$ cat src/rtl/sync_fifo_flags.sv
// Single-clock FIFO with occupancy count, almost-full/almost-empty thresholds,
// sticky overflow/underflow flags, synchronous flush and optional FWFT read mode.
module sync_fifo_flags #(
  parameter int unsigned DEPTH    = 8,
  parameter int unsigned WIDTH    = 8,
  parameter int unsigned FWFT     = 0,
  parameter int unsigned AF_LEVEL = DEPTH - 2,
  parameter int unsigned AE_LEVEL = 2
) (
  input  logic                       clk,
  input  logic                       rst,
  input  logic                       flush,
  input  logic                       w_en,
  input  logic [WIDTH-1:0]           data_in,
  input  logic                       r_en,
  output logic [WIDTH-1:0]           data_out,
  output logic                       full,
  output logic                       empty,
  output logic                       almost_full,
  output logic                       almost_empty,
  output logic [$clog2(DEPTH):0]     count,
  output logic                       overflow,
  output logic                       underflow
);

  localparam int unsigned AW = $clog2(DEPTH);
  localparam int unsigned CW = AW + 1;

  localparam logic [CW-1:0] DepthC = CW'(DEPTH);
  localparam logic [CW-1:0] AfC    = CW'(AF_LEVEL);
  localparam logic [CW-1:0] AeC    = CW'(AE_LEVEL);
  localparam logic [CW-1:0] OneC   = CW'(1);

  logic [WIDTH-1:0] mem [DEPTH];

  logic [CW-1:0] wptr_q, wptr_d;
  logic [CW-1:0] rptr_q, rptr_d;
  logic [CW-1:0] count_q, count_d;
  logic          overflow_q, overflow_d;
  logic          underflow_q, underflow_d;
  logic          wr_acc, rd_acc;

  // Flags come straight from the registered count.
  always_comb begin
    full         = (count_q == DepthC);
    empty        = (count_q == '0);
    almost_full  = (count_q >= AfC);
    almost_empty = (count_q <= AeC);
    count        = count_q;
    overflow     = overflow_q;
    underflow    = underflow_q;
  end

  // Accept decisions and next-state for pointers, count and sticky flags.
  always_comb begin
    wr_acc      = w_en && !full;
    rd_acc      = r_en && !empty;
    wptr_d      = wptr_q;
    rptr_d      = rptr_q;
    count_d     = count_q;
    overflow_d  = overflow_q || (w_en && full);
    underflow_d = underflow_q || (r_en && empty);
    if (wr_acc) wptr_d = wptr_q + OneC;
    if (rd_acc) rptr_d = rptr_q + OneC;
    if (wr_acc && !rd_acc) begin
      count_d = count_q + OneC;
    end else if (rd_acc && !wr_acc) begin
      count_d = count_q - OneC;
    end
  end

  // State register; rst beats flush, both clear everything but memory.
  always_ff @(posedge clk) begin
    if (rst || flush) begin
      wptr_q      <= '0;
      rptr_q      <= '0;
      count_q     <= '0;
      overflow_q  <= 1'b0;
      underflow_q <= 1'b0;
    end else begin
      wptr_q      <= wptr_d;
      rptr_q      <= rptr_d;
      count_q     <= count_d;
      overflow_q  <= overflow_d;
      underflow_q <= underflow_d;
    end
  end

  // Storage write; contents are never reset.
  always_ff @(posedge clk) begin
    if (!rst && !flush && wr_acc) begin
      mem[wptr_q[AW-1:0]] <= data_in;
    end
  end

  if (FWFT != 0) begin : g_fwft
    // Head word is presented combinationally while the FIFO holds data.
    always_comb begin
      data_out = empty ? '0 : mem[rptr_q[AW-1:0]];
    end
  end else begin : g_reg
    logic [WIDTH-1:0] rdata_q;

    // Registered read: update only on an accepted read, otherwise hold.
    always_ff @(posedge clk) begin
      if (rst || flush) begin
        rdata_q <= '0;
      end else if (rd_acc) begin
        rdata_q <= mem[rptr_q[AW-1:0]];
      end
    end

    always_comb begin
      data_out = rdata_q;
    end
  end

endmodule

$ cat config.mk
export PLATFORM = sky130hd
export DESIGN_NAME = sync_fifo_flags
export DESIGN_NICKNAME = d
export VERILOG_FILES = /design/src/rtl/sync_fifo_flags.sv
export SDC_FILE = /design/constraint.sdc
export NUM_CORES = 1
export LEC_CHECK = 0
export BUFFER_PORTS_ARGS = -buffer_cell sky130_fd_sc_hd__buf_4
export CAP_MARGIN = 15
export CORE_MARGIN = 2
export CORE_UTILIZATION = 50
export DETAILED_ROUTE_END_ITERATION = 7
export PLACE_DENSITY = 0.69
export SLEW_MARGIN = 20
export SYNTH_ARGS = -nofsm -noshare
export SYNTH_HDL_FRONTEND = slang
export SYNTH_SLANG_ARGS = --single-unit
$ cat constraint.sdc
create_clock -name clk -period 2.32 [get_ports clk]
set_input_delay 0.116 -clock clk [delete_from_list [all_inputs] [get_ports clk]]
set_output_delay 0.116 -clock clk [all_outputs]
set_load 0.1 [all_outputs]
==> summary by stage <==
Critical path
STA classifies the critical path endpoint as a flop. The slowest stage of the critical path belongs to the cell or4b_4. The required time at the worst-slack endpoint is roughly 2.6 ns. Counting both buffers and inverters, the worst setup path holds a total of 1. Counting cells, the worst reg-to-reg path comes to 9. The cell family with the largest share of critical-path delay is simple AND/OR/NAND/NOR gates. STA classifies the critical path startpoint as a flop. Along the worst path, the maximum fanout reaches 4. The kind of critical path is reg -> reg.

The signal on the critical path passes through or4b_4 -> and2_4 -> ha_4 -> inv_4 -> ha_2 -> a21oi_2 -> a211o_1 -> a211oi_2 -> a31o_2. The delay of the slowest cell on the worst path is 0.54 ns. For the worst setup path, the data arrival time is 2.53 ns.

The critical path depth is 9.

Global routing
The first global-routing pass estimated slightly below 10 mm of wire. The number of antenna violations at the first check in global routing came to 0. For this run the aggregate overflow at the end of global routing stands at 0.

Entering global routing, the biggest net connects 19 pins. In the global route stage, overall resource usage came out at 18.5%. The via count of the first global-routing pass came to roughly 1.8k.

Final layout
The count of cells in the finished layout, fillers not included, comes to 337. The area growth from synthesis to final layout is 21.9%. In the final layout, the share of cells above drive strength 1 is 37.3%. The final-stage net count is 274. After routing the design area is around 4000 um^2. 0 antenna diodes ended up in the layout.

Synthesis
The mean instance size in the synthesized netlist is between 15 and 20 um^2. In the post-synthesis netlist, the cell with the most instances is edfxtp_1. In this run the biggest area consumer among cell types represents 58.3% of the synthesized area. The share of the synthesized area in compound gates (AO/OA/AOI/OAI) is 4.94%. The leading area contributor after synthesis is edfxtp_1.

The count of flip-flops with a built-in enable after synthesis is between 60 and 70. By area, the combinational part of the netlist is dominated by multiplexers. The mapped cell area is 3300 um^2. The number of nets handed over by synthesis was 219. The Yosys step of the flow raised 0 warnings. Summing the areas of all and, or, nand and nor instances in the mapped netlist gives 6.49% of the synthesized area. The XOR/XNOR share of the synthesized area is 1.59%. Of all flip-flops after synthesis, the portion carrying an async set or reset was 0%. The proportion of synthesized chip area in sequential cells is 70.5%. In the synthesized netlist, the number of instances is 200.

After synthesis, the cell types taking the most area are edfxtp_1, dfxtp_1, mux4_2, nor2_1, ha_1. By count the netlist is led by edfxtp_1, nor2_1, dfxtp_1, mux4_2. The count of different cell masters after synthesis is 32.

The most used flip-flop cell after synthesis is edfxtp_1. Counting flops and latches in the post-synthesis netlist gives 84. The multiplexer share of the synthesized area is 11.8%. The synthesized netlist devotes under 10% of its cell area to adder and majority cells.

Detailed routing
The detailed-route vias per instance is 5.47. The detailed router finished its first iteration with 144 violations. The routed layout has 1843 vias. The residual antenna-violating net count after detailed routing is 0.

The first detailed-routing pass ran for 4 iterations. The routed length per placed instance is 18.0 um. For this block, the routed nets add up to 6.05 mm of wire. After detailed routing, the number of remaining DRC violations is 0.

Die
The area of the core is 6350 um^2. The number of standard-cell rows in the floorplan is 29. The chip height is roughly 85 um.

The die span in x is roughly 85 um. The full die area is 7260 um^2. For this configuration, the core starts out at a cell density of about half. 31 I/O pins were placed.

Placement
During placement, the flow inserted port buffers numbering 30. The routability congestion estimate from global placement is about 0.75. Detailed placement ended at an HPWL of approximately 3.8 mm. The total placed cells including tap cells is 310. The instance area after placement is 3680 um^2.

Clocking
TritonCTS built the clock tree. The depth of the CTS H-tree is 3. The clock passes through at most 2 buffers. The clock reaches the later pin of the worst-skew pair after 0.35 ns.

CTS saw 84 sinks. Buffers inserted during clock tree synthesis total 9. The cell sitting at the root of the clock tree is a clkbuf_8. After clock tree synthesis, the clock-pin slew on the worst setup and hold paths is 0.08 ns.

Power
The analysis attributes to cell leakage a power of 1.42 nW. Dividing total power by cell area gives a power density of 856 nW/um^2. The design draws 3.44 mW. IR analysis of the VDD net gives a maximum drop of 0.000755 V.

STA
Setup violations remaining at the end of the flow were counted as 0. The highest clock rate is 0.447 GHz. The number of endpoints with negative hold slack in the final report is 0. The routed design could run at a clock period as short as 2.24 ns. The worst pin sits at a relative slew slack of 38.3%.

The transition time of the tightest slew-check pin is 0.922 ns. The final worst clock skew is 0.0139 ns. The ratio of final minimum period to clock period is 96.4%. Setup repair after global routing left no endpoint under its margin. The number of max-slew violations in the final report is 0.

Run
Max-cap violations in this run came to 0.

Hold path
The worst hold path depth is 3. The path class of the tightest hold or removal check is in -> reg.

Status
The run finished with clean final reports.
-- state kept, by name, indices dropped and copies added, names as in the netlist --
register / count
overflow: 1
underflow: 1
rptr_q: 3
count: 4
wptr_q: 3
data_out: 8
mem: 64
-- worst reg2reg max path, delay by kind of cell (launching register included) --
| family | cells | cell delay (ns) |
|---|---|---|
| buffers and inverters | 1 | 0.07 |
| DFF | 1 | 0.35 |
| and+or+nand+nor | 2 | 0.73 |
| AOI/OAI and AO/OA | 4 | 0.69 |
| adders and majority gates | 2 | 0.34 |
-- stage by stage --
stage | worst slack (ns) | hold slack [ns] | TNS [ns] | util [%]
6_report | 0.0836 | 0.00719 | 0 | 63.3
5_1_grt | 0.0204 | 0.00879 | 0 | 63.3
4_1_cts | 0.0110 | 0.00127 | 0 | 62.5
3_5_place_dp | -0.0115 | 0.353 | -0.0473 | 58.0
3_3_place_gp | 0.0477 | 0.351 | 0 | 58.0
2_1_floorplan | -0.341 | 0.215 | -0.698 | -
-- cell type report --
class | instances | area, um^2
clock buffers | 9 | 124
clock inverters | 7 | 61.3
fillers | 467 | 2330
inverters | 3 | 13.8
multi-input cells | 103 | 960
flip-flops and latches | 84 | 2340
well taps | 77 | 96.3
repair buffers | 54 | 425
-- path summary, 6_finish.rpt --
| path | endpoint | slack (ns) | start |
|---|---|---|---|
| min reg2reg | overflow | 0.47 | overflow |
| min | underflow | 0.007 | r_en |
| max reg2reg | count[3] | 0.08 | count[0] |
| max | count[3] | 0.08 | count[0] |
-- repair_timing --
| item | CTS | global route |
|---|---|---|
| gates resized for setup | 2 | 6 |
| pin swaps | 0 | 1 |
| setup buffers | 0 | 3 |
| endpoints found under the setup margin | 5 | 6 |
| hold buffers | 8 | 0 |
| endpoints found under the hold margin | 58 | 0 |
-- metal layers --
metal | global-route usage, % | vias to the layer above | part of all wire (%)
li1 | - | 884 | -
met1 | 25.6 | 905 | 44
met2 | 28.8 | 52 | 50
met3 | 5.35 | 2 | 5.9
met4 | 6.06 | 0 | 0.40
met5 | 0 | - | 0
-- cell families (layout without fill, tap and decap cells) --
group | count (synthesis) | after routing
DFF | 84 | 84
and+or+nand+nor | 46 | 46
AOI/OAI and AO/OA | 26 | 26
muxes | 19 | 19
buffers and inverters | 13 | 73
adders and majority gates | 6 | 6
xor gates and xnor gates | 6 | 6
-- cells in the final DEF (no fill, tap or decap), types with 2 or more instances in the layout --
master         synthesis  layout
a21oi_1                4       3
edfxtp_1              64      64
inv_8                  0       2
o21ai_0                8       8
ha_1                   5       2
o22ai_1                8       8
xnor2_1                3       3
nor3_2                 0       2
inv_1                  3       2
a211oi_2               0       2
nor2_1                28      28
ha_4                   0       2
dfxtp_4                0       4
mux4_2                16      16
clkbuf_8               0       9
mux2i_1                3       3
nand3_1                4       4
dfxtp_1               20      16
nand2_1                3       3
clkinv_4               0       3
dlygate4sd3_1          0       8
nand2b_1               3       3
buf_4                  1      46
xor2_1                 3       3
-- power breakdown --
| group | switching [mW] | internal, mW | leakage [nW] |
|---|---|---|---|
| sequential | 0.0217 | 1.65 | 0.742 |
| clock | 0.543 | 0.407 | 0.0932 |
| combinational | 0.547 | 0.267 | 0.586 |
| total | 1.11 | 2.33 | 1.42 |
No activity file was read; power rests on OpenSTA's default activity.
